`config.mk`:
```
export PLATFORM = sky130hd
export DESIGN_NAME = uart_tx_cfg
export DESIGN_NICKNAME = d
export VERILOG_FILES = /design/src/rtl/uart_pkg.sv /design/src/rtl/uart_parity_gen.sv /design/src/rtl/uart_tx_cfg.sv
export SDC_FILE = /design/constraint.sdc
export NUM_CORES = 1
export LEC_CHECK = 0
export CELL_PAD_IN_SITES_DETAIL_PLACEMENT = 1
export CELL_PAD_IN_SITES_GLOBAL_PLACEMENT = 2
export CORE_UTILIZATION = 37
export CTS_BUF_LIST = sky130_fd_sc_hd__clkbuf_4 sky130_fd_sc_hd__clkbuf_8
export CTS_CLUSTER_DIAMETER = 120
export CTS_CLUSTER_SIZE = 14
export DETAILED_ROUTE_END_ITERATION = 8
export PLACE_DENSITY_LB_ADDON = 0.1
export SKIP_LAST_GASP = 1
export SYNTH_ARGS = -nofsm -noshare
export SYNTH_HDL_FRONTEND = slang
export SYNTH_SLANG_ARGS = --single-unit
```
`constraint.sdc`:
```
create_clock -name i_clk -period 3.8 [get_ports i_clk]
set_clock_uncertainty 0.2 [all_clocks]
set_input_delay 0.57 -clock i_clk [delete_from_list [all_inputs] [get_ports i_clk]]
set_output_delay 0.57 -clock i_clk [all_outputs]
set_load 0.01 [all_outputs]
```
`src/rtl/uart_pkg.sv`:
```
// Shared definitions for the configurable UART transmitter and receiver:
// state encodings, parity/stop codes and data-length decode.
package uart_pkg;

    typedef enum logic [2:0] {
        TX_IDLE   = 3'd0,
        TX_START  = 3'd1,
        TX_DATA   = 3'd2,
        TX_PARITY = 3'd3,
        TX_STOP   = 3'd4
    } tx_state_t;

    localparam logic [1:0] PAR_NONE = 2'b00;
    localparam logic [1:0] PAR_EVEN = 2'b01;
    localparam logic [1:0] PAR_ODD  = 2'b10;

    localparam logic [1:0] STOP_1   = 2'b00;
    localparam logic [1:0] STOP_1P5 = 2'b01;
    localparam logic [1:0] STOP_2   = 2'b10;

    // Code 00..11 means 5..8 bits; never exceeds the instantiated data width.
    function automatic logic [3:0] data_len(input logic [1:0] code, input int max_bits);
        logic [3:0] n;
        n = 4'd5 + {2'b00, code};
        if (int'(n) > max_bits) begin
            n = 4'(max_bits);
        end
        return n;
    endfunction

endpackage

```
`src/rtl/uart_parity_gen.sv`:
```
// Combinational parity over the low 'len' bits of a word; shared by TX
// (generation) and RX (checking).
module uart_parity_gen
    import uart_pkg::*;
#(
    parameter int NB_DATA = 8
)(
    input  logic [NB_DATA-1:0] data,
    input  logic [3:0]         len,
    input  logic [1:0]         mode,
    output logic               parity
);

    logic [NB_DATA-1:0] masked;

    genvar gi;
    generate
        for (gi = 0; gi < NB_DATA; gi++) begin : g_mask
            assign masked[gi] = data[gi] & (32'(gi) < 32'(len));
        end
    endgenerate

    assign parity = (^masked) ^ (mode == PAR_ODD);

endmodule

```
`src/rtl/uart_tx_cfg.sv`:
```
// Run-time configurable UART transmitter: start, 5-8 data bits LSB first,
// optional parity, 1/1.5/2 stop bits, timed by an oversampling tick.
module uart_tx_cfg
    import uart_pkg::*;
#(
    parameter int NB_DATA     = 8,
    parameter int OVERSAMPLE  = 16,
    parameter int NB_TICK_CNT = $clog2(2*OVERSAMPLE)
)(
    input  logic               i_clk,
    input  logic               i_reset,
    input  logic               i_s_tick,
    input  logic               i_tx_valid,
    output logic               o_tx_ready,
    input  logic [NB_DATA-1:0] i_tx_data,
    input  logic [1:0]         i_data_bits,
    input  logic [1:0]         i_parity,
    input  logic [1:0]         i_stop,
    output logic               o_tx,
    output logic               o_busy,
    output logic               o_tx_done_tick
);

    localparam logic [NB_TICK_CNT-1:0] BIT_LAST     = NB_TICK_CNT'(OVERSAMPLE - 1);
    localparam logic [NB_TICK_CNT-1:0] STOP1P5_LAST = NB_TICK_CNT'(3*OVERSAMPLE/2 - 1);
    localparam logic [NB_TICK_CNT-1:0] STOP2_LAST   = NB_TICK_CNT'(2*OVERSAMPLE - 1);

    tx_state_t                state_reg, state_next;
    logic [NB_TICK_CNT-1:0]   tick_reg, tick_next;
    logic [3:0]               bit_reg, bit_next;
    logic [NB_DATA-1:0]       shift_reg, shift_next;
    logic [3:0]               len_reg, len_next;
    logic [1:0]               par_mode_reg, par_mode_next;
    logic [1:0]               stop_reg, stop_next;
    logic                     par_bit_reg, par_bit_next;
    logic                     tx_reg, tx_next;
    logic                     done_reg, done_next;

    logic [3:0]               acc_len;
    logic                     acc_parity;
    logic                     bit_end;
    logic [NB_TICK_CNT-1:0]   stop_last;

    assign acc_len = data_len(i_data_bits, NB_DATA);

    // Parity is taken from the word as presented at accept time.
    uart_parity_gen #(.NB_DATA(NB_DATA)) u_parity (
        .data   (i_tx_data),
        .len    (acc_len),
        .mode   (i_parity),
        .parity (acc_parity)
    );

    always_ff @(posedge i_clk) begin
        if (i_reset) begin
            state_reg    <= TX_IDLE;
            tick_reg     <= '0;
            bit_reg      <= '0;
            shift_reg    <= '0;
            len_reg      <= '0;
            par_mode_reg <= PAR_NONE;
            stop_reg     <= STOP_1;
            par_bit_reg  <= 1'b0;
            tx_reg       <= 1'b1;
            done_reg     <= 1'b0;
        end else begin
            state_reg    <= state_next;
            tick_reg     <= tick_next;
            bit_reg      <= bit_next;
            shift_reg    <= shift_next;
            len_reg      <= len_next;
            par_mode_reg <= par_mode_next;
            stop_reg     <= stop_next;
            par_bit_reg  <= par_bit_next;
            tx_reg       <= tx_next;
            done_reg     <= done_next;
        end
    end

    always_comb begin
        state_next    = state_reg;
        tick_next     = tick_reg;
        bit_next      = bit_reg;
        shift_next    = shift_reg;
        len_next      = len_reg;
        par_mode_next = par_mode_reg;
        stop_next     = stop_reg;
        par_bit_next  = par_bit_reg;
        done_next     = 1'b0;
        tx_next       = 1'b1;
        bit_end       = i_s_tick && (tick_reg == BIT_LAST);

        case (stop_reg)
            STOP_1:   stop_last = BIT_LAST;
            STOP_1P5: stop_last = STOP1P5_LAST;
            default:  stop_last = STOP2_LAST;
        endcase

        case (state_reg)
            TX_IDLE: begin
                if (i_tx_valid) begin
                    state_next    = TX_START;
                    tick_next     = '0;
                    bit_next      = '0;
                    shift_next    = i_tx_data;
                    len_next      = acc_len;
                    par_mode_next = i_parity;
                    stop_next     = i_stop;
                    par_bit_next  = acc_parity;
                end
            end
            TX_START: begin
                if (bit_end) begin
                    tick_next  = '0;
                    state_next = TX_DATA;
                end else if (i_s_tick) begin
                    tick_next = tick_reg + NB_TICK_CNT'(1);
                end
            end
            TX_DATA: begin
                if (bit_end) begin
                    tick_next  = '0;
                    shift_next = shift_reg >> 1;
                    bit_next   = bit_reg + 4'd1;
                    if (bit_reg == len_reg - 4'd1) begin
                        bit_next   = '0;
                        state_next = (par_mode_reg == PAR_EVEN || par_mode_reg == PAR_ODD)
                                     ? TX_PARITY : TX_STOP;
                    end
                end else if (i_s_tick) begin
                    tick_next = tick_reg + NB_TICK_CNT'(1);
                end
            end
            TX_PARITY: begin
                if (bit_end) begin
                    tick_next  = '0;
                    state_next = TX_STOP;
                end else if (i_s_tick) begin
                    tick_next = tick_reg + NB_TICK_CNT'(1);
                end
            end
            TX_STOP: begin
                if (i_s_tick) begin
                    if (tick_reg == stop_last) begin
                        tick_next  = '0;
                        state_next = TX_IDLE;
                        done_next  = 1'b1;
                    end else begin
                        tick_next = tick_reg + NB_TICK_CNT'(1);
                    end
                end
            end
            default: begin
                state_next = TX_IDLE;
                tick_next  = '0;
                bit_next   = '0;
            end
        endcase

        // Line level follows the state being entered, so it stays registered.
        case (state_next)
            TX_START:  tx_next = 1'b0;
            TX_DATA:   tx_next = shift_next[0];
            TX_PARITY: tx_next = par_bit_next;
            default:   tx_next = 1'b1;
        endcase
    end

    assign o_tx           = tx_reg;
    assign o_tx_ready     = (state_reg == TX_IDLE);
    assign o_busy         = (state_reg != TX_IDLE);
    assign o_tx_done_tick = done_reg;

endmodule

```
==> flow_metrics.tcl, run 1 <==
set metrics [dict create \
    grt_pass1_vias 1501 \
    synth_nets 235 \
    globalRouteOverflowTotal 0 \
    setup_viol_count_final 0 \
    cts.sinks 31 \
    antenna_cells 0 \
    rsz0062_at_grt "false" \
    drive_gt1_share_pct 7.860 \
    setup_slack_ps 1323 \
    dieArea_sq_um 4965 \
    wl_per_cell_um 14.27 \
    cp.arrival_ps 1710 \
    die_width_um 70.46 \
    stdcell_area_sq_um 2059 \
    worstSetupPathType "reg -> out" \
    violations "design-rule violations" \
    grt_max_degree 22 \
    cts-root-buf "clkbuf_8" \
    drt_iter0_markers 78 \
    fin_setup_tns_ps 0 \
    cts_setup_buffers 0 \
    syn2layout_area_growth_pct 18.76 \
    startpoint_type "flop" \
    ys.flop_type "dfxtp_1" \
    slew_viol_final 0 \
    wirelength_um 4011 \
    cp-end-kind "output pin" \
    clk_latency_ps 280 \
    min_period_ps 2477 \
    drv_cap 0 \
    yosysWarnings 0 \
    ys_ff_latch 31 \
    crit_path_max_incr_delay_ps 600 \
    clk_pin_slew_ps 70 \
    synth_cells 209 \
    nNetsFinal 255 \
    largest_reg_flops 8 \
    hold_viol 0 \
    min_period_over_period_pct 65.19 \
    grtUsageTotal_pct 17.34 \
    post-dp-hpwl_um 3072 \
    synthDominantCellAreaShare_pct 35.79 \
    grt_pass1_wl_um 6810 \
    async_flop_share_pct 0 \
    numPortBuffers 21 \
    required_ps 3030 \
    final_core_util_pct 46.34 \
    max_slew_margin_pct 44.67 \
    core-area_sq_um 4444 \
    synth_area_leaders "dfxtp_1, nand2_1, a21oi_1" \
    cts_buffers 5 \
    crit_fanout 12 \
    crit_chain "nor3_2 -> clkdlybuf4s50_1" \
    fillers 540 \
    die_y_um 70.46 \
    yosysTopAreaCell "dfxtp_1" \
    syn_avg_cell_area_sq_um 8.297 \
    synth.distinct_cells 42 \
    max_freq_mhz 403.7 \
    drc 4 \
    antenna_found_initial 0 \
    p_per_area_nw_per_um2 397.3 \
    p_leak_nw 0.7633 \
    cp_slowest_cell "clkdlybuf4s50_1" \
    dr.pass1.iters 8 \
    outcome "complete, but fails checks" \
    place_congestion 0.7430 \
    cts_buffer_depth 2 \
    vdd_drop_max_mv 0.2093 \
    tightest_slew_ps 827.3 \
    synth-seq-area-share_pct 35.79 \
    synth_area_sq_um 1734 \
    place_area_sq_um 1972 \
    ctsResizeCount 0 \
    vias_per_cell 5.434 \
    hold_buffers 0 \
    io_pins 22 \
    dp_slack_ps 1112 \
    antenna_left 0 \
    min_path_type "reg -> reg" \
    start_util_pct 39.02 \
    synth_edf_count 0 \
    vias 1527 \
    tritoncts "done" \
    rows 24 \
    htree_levels 2 \
]
-- worst paths after layout --
kind | startpoint | end | slack (ps) | cells after the start
min | shift_reg[4] | shift_reg[4] | 260 | 2
max | state_reg[2] | o_tx_ready | 1320 | 2
max reg2reg | tick_reg[0] | tick_reg[3] | 1400 | 8
min reg2reg | shift_reg[4] | shift_reg[4] | 260 | 2
-- logic make-up (layout without fill, tap and decap cells) --
logic type / count (synthesis) / in the layout / synth area share, %
and+or+nand+nor: 86 / 86 / 25.69
muxes: 5 / 5 / 2.958
DFF: 31 / 31 / 35.79
AOI/OAI and AO/OA: 50 / 50 / 17.97
adders and majority gates: 8 / 8 / 5.772
xor gates and xnor gates: 14 / 14 / 7.936
buffers and inverters: 15 / 35 / 3.895
-- final cells by class --
| type | instances | area [sq um] | area share (%) |
|---|---|---|---|
| multi-input cells | 163 | 1046 | 50.79 |
| flip-flops and latches | 31 | 620.6 | 30.13 |
| repair buffers | 22 | 217.7 | 10.57 |
| clock buffers | 6 | 82.58 | 4.010 |
| well taps | 52 | 65.06 | 3.159 |
| inverters | 6 | 22.52 | 1.094 |
| clock inverters | 1 | 5.005 | 0.2430 |
-- Yosys cell counts, drive strengths merged (2+ instances only) --
cell    number
o21a         2
inv          6
nor2b        4
nor2        21
buf          5
clkbuf       4
nand2       33
nand3        7
xnor2       11
o21ai        6
xor2         2
dfxtp       31
nand4        2
nand4b       2
nor3         8
mux2i        4
and2         2
nand3b       2
a22oi        9
a31oi        4
a21oi       24
ha           8
-- cells in the final DEF (no fill, tap or decap), drive strengths merged --
cell	netlist	final
nand2	33	33
dfxtp	31	31
a21oi	24	24
clkdlybuf4s50	0	21
nor2	21	21
xnor2	11	11
a22oi	9	9
ha	8	8
nor3	8	8
nand3	7	7
inv	6	6
clkbuf	4	6
o21ai	6	6
mux2i	4	4
a31oi	4	4
nor2b	4	4
nand4b	2	2
xor2	2	2
nand3b	2	2
and2	2	2
nand4	2	2
o21a	2	2
and3	1	1
mux2	1	1
nor4bb	1	1
nor3b	1	1
o21bai	1	1
xor3	1	1
or3b	1	1
a32oi	1	1
nor4b	1	1
a22o	1	1
a21o	1	1
o311ai	1	1
clkinv	0	1
buf	5	1
-- routing by layer --
metal	vias up	track usage [%]	part of all wire [%]
met4	0	4.762	1.1
li1	768	-	-
met1	732	21.09	48
met5	-	0	0
met3	6	4.762	3.2
met2	21	29.88	48
-- metrics by stage --
step | power, W | hold WS, ps | cells
after floorplan | 0.0005031 | 236.0 | 209
after global placement | 0.0005555 | 249.8 | 274
after detailed placement | 0.0005641 | 254.6 | 274
after CTS | 0.0008286 | 266.0 | 281
after global routing | 0.0008660 | 292.4 | 281
final | 0.0008183 | 264.2 | 281
-- where the power goes --
group / switching, W / total (W) / internal [W]
clock: 0.000122 / 0.000264 / 0.000142
sequential: 0.0000206 / 0.000367 / 0.000347
combinational: 0.0000984 / 0.000187 / 0.0000884
-- worst max-delay path: cells and delay by family (launching register included) --
| kind | cells | cell delay, ps |
|---|---|---|
| buffers and inverters | 1 | 600 |
| DFF | 1 | 450 |
| and+or+nand+nor | 1 | 380 |
(Power assumes the default switching activity.)
==> run 2, diff against run 1 <==
CORE_UTILIZATION = 34   (was 37)
clock period = 2.5 ns   (was 3.8 ns; I/O delays follow)
==> flow_metrics.tcl, run 2 (synthesis gave the netlist of run 1 again) <==
set metrics [dict create \
    numPortBuffers 21 \
    min_path_type "reg -> reg" \
    outcome "completed" \
    largest_reg_flops 8 \
    hold_viol 0 \
    wl_per_cell_um 13.97 \
    wirelength_um 4205 \
    dr.pass1.iters 4 \
    crit_path_max_incr_delay_ps 340 \
    grt_max_degree 22 \
    drive_gt1_share_pct 10.68 \
    crit_family "simple AND/OR/NAND/NOR gates" \
    antenna_cells 0 \
    p_leak_nw 0.7919 \
    final_common_cell "nand2_1" \
    io_pins 22 \
    clk_pin_slew_ps 70 \
    cp.arrival_ps 2340 \
    nNetsFinal 259 \
    drc 0 \
    vias_per_cell 5.086 \
    post-dp-hpwl_um 3244 \
    tightest_slew_ps 481.9 \
    tritoncts "done" \
    dieArea_sq_um 5390 \
    fin_setup_tns_ps 0 \
    min_period_ps 2340 \
    antenna_left 0 \
    cts.sinks 31 \
    core-area_sq_um 4817 \
    clk_latency_ps 280 \
    crit_chain "ha_1 -> and3_1 -> ha_1 -> nand2_2 -> nor3b_1 -> o21bai_1 -> nand3_1 -> a31oi_1" \
    place_congestion 0.7281 \
    grt_pass1_wl_um 7176 \
    cp-end-kind "flop" \
    grtUsageTotal_pct 17.60 \
    cts-root-buf "clkbuf_8" \
    slew_viol_final 0 \
    rsz0062_at_grt "false" \
    p_per_area_nw_per_um2 607.7 \
    startpoint_type "flop" \
    rows 25 \
    vias 1531 \
    cts_buffer_depth 2 \
    place_area_sq_um 2021 \
    min_period_over_period_pct 93.59 \
    required_ps 2500 \
    worstSetupPathType "reg -> reg" \
    antenna_found_initial 0 \
    drv_cap 0 \
    crit_top_cell "ha_1" \
    die_y_um 73.42 \
    start_util_pct 36.00 \
    max_slew_margin_pct 67.77 \
    htree_levels 2 \
    syn2layout_area_growth_pct 23.02 \
    final_core_util_pct 44.29 \
    hold_buffers 0 \
    vdd_drop_max_mv 0.2415 \
    critPathBufInv 0 \
    cp_slowest_cell "dfxtp_1" \
    layout_common_cells "nand2_1, dfxtp_1, a21oi_1" \
    crit_fanout 5 \
    grt_pass1_vias 1571 \
    die_width_um 73.42 \
    drt_iter0_markers 61 \
    setup_viol_count_final 0 \
    cts_buffers 5 \
    max_freq_mhz 427.4 \
    globalRouteOverflowTotal 0 \
    stdcell_area_sq_um 2133 \
]
[run 2: cell count changes in the layout (fill, tap and decap cells not counted), sizes merged]
cell / previous run / this run
buf: 1 / 5
clkbuf: 6 / 8
clkinv: 1 / 0
[run 2: layout make-up]
cell class                      instances  area (sq um)
Fill cell                             610          2684
Multi-Input combinational cell        163          1055
Sequential cell                        31         620.6
Timing Repair Buffer                   26         247.7
Clock buffer                            8         103.9
Tap cell                               67         83.83
Inverter                                6         22.52
[run 2: final timing paths]
path,start,end,slack [ps],cells after the start
max reg2reg,tick_reg[0],tick_reg[3],160,8
min reg2reg,shift_reg[6],shift_reg[6],260,2
min,shift_reg[6],shift_reg[6],260,2
max,tick_reg[0],tick_reg[3],160,8
[run 2: worst reg2reg max path, delay by kind of cell (launching register included)]
kind	cells	cell delay, ps
flops	1	340
fa+ha+maj	2	480
simple gates	4	760
compound gates	2	470
[run 2: power by group]
| part | switching (W) | total [W] | internal, W |
|---|---|---|---|
| sequential | 0.0000321 | 0.000559 | 0.000527 |
| combinational | 0.000153 | 0.000295 | 0.000142 |
| clock | 0.000180 | 0.000442 | 0.000262 |
[run 2: routing by layer]
metal / global-route usage (%) / part of all wire (%)
met1: 20.49 / 46
met3: 4.527 / 3.1
met4: 5.769 / 0.86
met5: 0 / 0
met2: 31.38 / 50
[run 2: what timing repair did]
action | CTS | global route
buffers inserted | 0 | 0
endpoints found under the setup margin | 0 | 4
gates resized for setup | 0 | 2
[run 2: through the flow]
stage | hold slack, ps | power (W) | instances | worst slack (ps)
final | 260.3 | 0.001297 | 301 | 160.2
after global routing | 274.8 | 0.001373 | 301 | 1.494
after CTS | 262.6 | 0.001322 | 301 | 90.60
after detailed placement | 250.8 | 0.0008672 | 293 | 81.35
after floorplan | 236.0 | 0.0007647 | 209 | 411.2
after global placement | 246.4 | 0.0008538 | 293 | 155.2
==> run 3, diff against run 2 <==
CORE_MARGIN = 2   (was unset)
CORE_UTILIZATION = 33   (was 34)
CTS_BUF_LIST = unset   (was sky130_fd_sc_hd__clkbuf_4 sky130_fd_sc_hd__clkbuf_8)
==> flow_metrics.tcl, run 3 (synthesis gave the netlist of run 1 again) <==
set metrics [dict create \
    drv_cap 0 \
    cts_buffers 5 \
    dr.pass1.iters 5 \
    grt_pass1_vias 1594 \
    start_util_pct 34.17 \
    setup_slack_ps 211.6 \
    drive_gt1_share_pct 10.68 \
    worstSetupPathType "reg -> reg" \
    holdPathStages 2 \
    clk_pin_slew_ps 60 \
    hold_buffers 0 \
    min_period_over_period_pct 91.54 \
    place_congestion 0.7291 \
    cp_slowest_cell "dfxtp_1" \
    wl_per_cell_um 14.01 \
    syn2layout_area_growth_pct 23.95 \
    startpoint "tick_reg[0]" \
    antenna_left 0 \
    grt_max_degree 16 \
    dp_cells 296 \
    cts-root-buf "clkbuf_8" \
    grtUsageTotal_pct 15.82 \
    cp-end-kind "flop" \
    rsz0062_at_grt "false" \
    core-area_sq_um 5075 \
    crit_chain "ha_1 -> and3_1 -> ha_1 -> nand2_2 -> nor2_8 -> nor2_4 -> a21o_1 -> o21ai_1 -> o311ai_2" \
    r2r_cells 9 \
    vias_per_cell 5.056 \
    drt_iter0_markers 64 \
    required_ps 2450 \
    dieArea_sq_um 5851 \
    nNetsFinal 259 \
    min_period_ps 2288 \
    total_power_w 0.001364 \
    clk_latency_ps 280 \
    tightest_slew_ps 440.5 \
    die_width_um 76.49 \
    final_common_cell "nand2_1" \
    startpoint_type "flop" \
    worstReg2RegEnd "o_tx" \
    r2r-start "tick_reg[0]" \
    p_leak_nw 0.8004 \
    min_path_type "reg -> reg" \
    fin_setup_tns_ps 0 \
    die_y_um 76.49 \
    crit_top_cell "ha_1" \
    holdCritStartpoint "shift_reg[4]" \
    grt_pass1_wl_um 7417 \
    p_per_area_nw_per_um2 634.7 \
    hold_viol 0 \
    vias 1537 \
    largest_reg_flops 8 \
    globalRouteOverflowTotal 0 \
    fin_cells 304 \
    stdcell_area_sq_um 2150 \
    max_freq_mhz 437.0 \
    ctsResizeCount 0 \
    vdd_drop_max_mv 0.3018 \
    wirelength_um 4260 \
    reg2reg_setup_slack_ps 210 \
    tritoncts "done" \
    antenna_cells 0 \
    crit_path_max_incr_delay_ps 370 \
    post-dp-hpwl_um 3351 \
    cp.arrival_ps 2240 \
    rows 26 \
    numPortBuffers 21 \
    cts.sinks 31 \
    htree_levels 2 \
    setup_viol_count_final 0 \
    io_pins 22 \
    drc 0 \
    place_area_sq_um 2024 \
    antenna_found_initial 0 \
    whs_endpoint "shift_reg[4]" \
    cts_buffer_depth 2 \
    outcome "completed" \
    layout_common_cells "nand2_1, dfxtp_1, a21oi_1" \
    dp_slack_ps 53.00 \
    slew_viol_final 0 \
    crit_fanout 10 \
    max_slew_margin_pct 70.59 \
    cts_setup_buffers 0 \
]
run 3: cell count changes in the layout (fill, tap and decap cells not counted):
| cell | change |
|---|---|
| bufinv_16 | +1 |
| nor4b_1 | +1 |
| nor3b_2 | +1 |
| clkbuf_8 | -1 |
| clkbuf_4 | -1 |
| nor3b_1 | -1 |
| clkinv_2 | +1 |
| nor4b_2 | -1 |
run 3: metal layers:
metal  vias up  track usage [%]  routed length [um]
li1        772                -                   -
met1       738            19.16                1929
met2        23            27.79                2127
met3         4            3.199                 147
met4         0            5.455                  56
met5         -                0                   0
run 3: where the power goes:
part	internal [W]	leakage, nW	switching, W	total, W
combinational	0.000141	0.486	0.000153	0.000294
sequential	0.000527	0.253	0.0000310	0.000558
clock	0.000322	0.0612	0.000190	0.000512
run 3: worst max path at each step:
stage / to / depth (start not counted) / slack (ps)
floorplan: tick_reg[2] / 9 / 410
global placement: o_tx / 9 / 140
detailed placement: o_tx / 9 / 50
CTS: tick_reg[1] / 8 / 130
global route: tick_reg[2] / 9 / 40
finish: o_tx / 9 / 210
run 3: worst max-delay path: cells and delay by family (launching register included):
kind	cells	cell delay, ps
AND/OR/NAND/NOR	4	640
adder cells (fa/ha/maj)	2	480
flip-flops	1	370
AO/OA/AOI/OAI	3	470
run 3: area by class of cell:
cell class	instances	area [sq um]
Clock inverter	2	35.03
Fill cell	627	2925
Inverter	6	22.52
Multi-Input combinational cell	163	1054
Sequential cell	31	620.6
Clock buffer	6	82.58
Timing Repair Buffer	26	247.7
Tap cell	70	87.58
run 3: through the flow:
stage / hold WS [ps] / util (%)
3_5_place_dp: 251.8 / 39.89
3_3_place_gp: 244.6 / 39.89
5_1_grt: 282.1 / 42.36
4_1_cts: 261.3 / 42.21
6_report: 259.5 / 42.36
2_1_floorplan: 236.0 / -
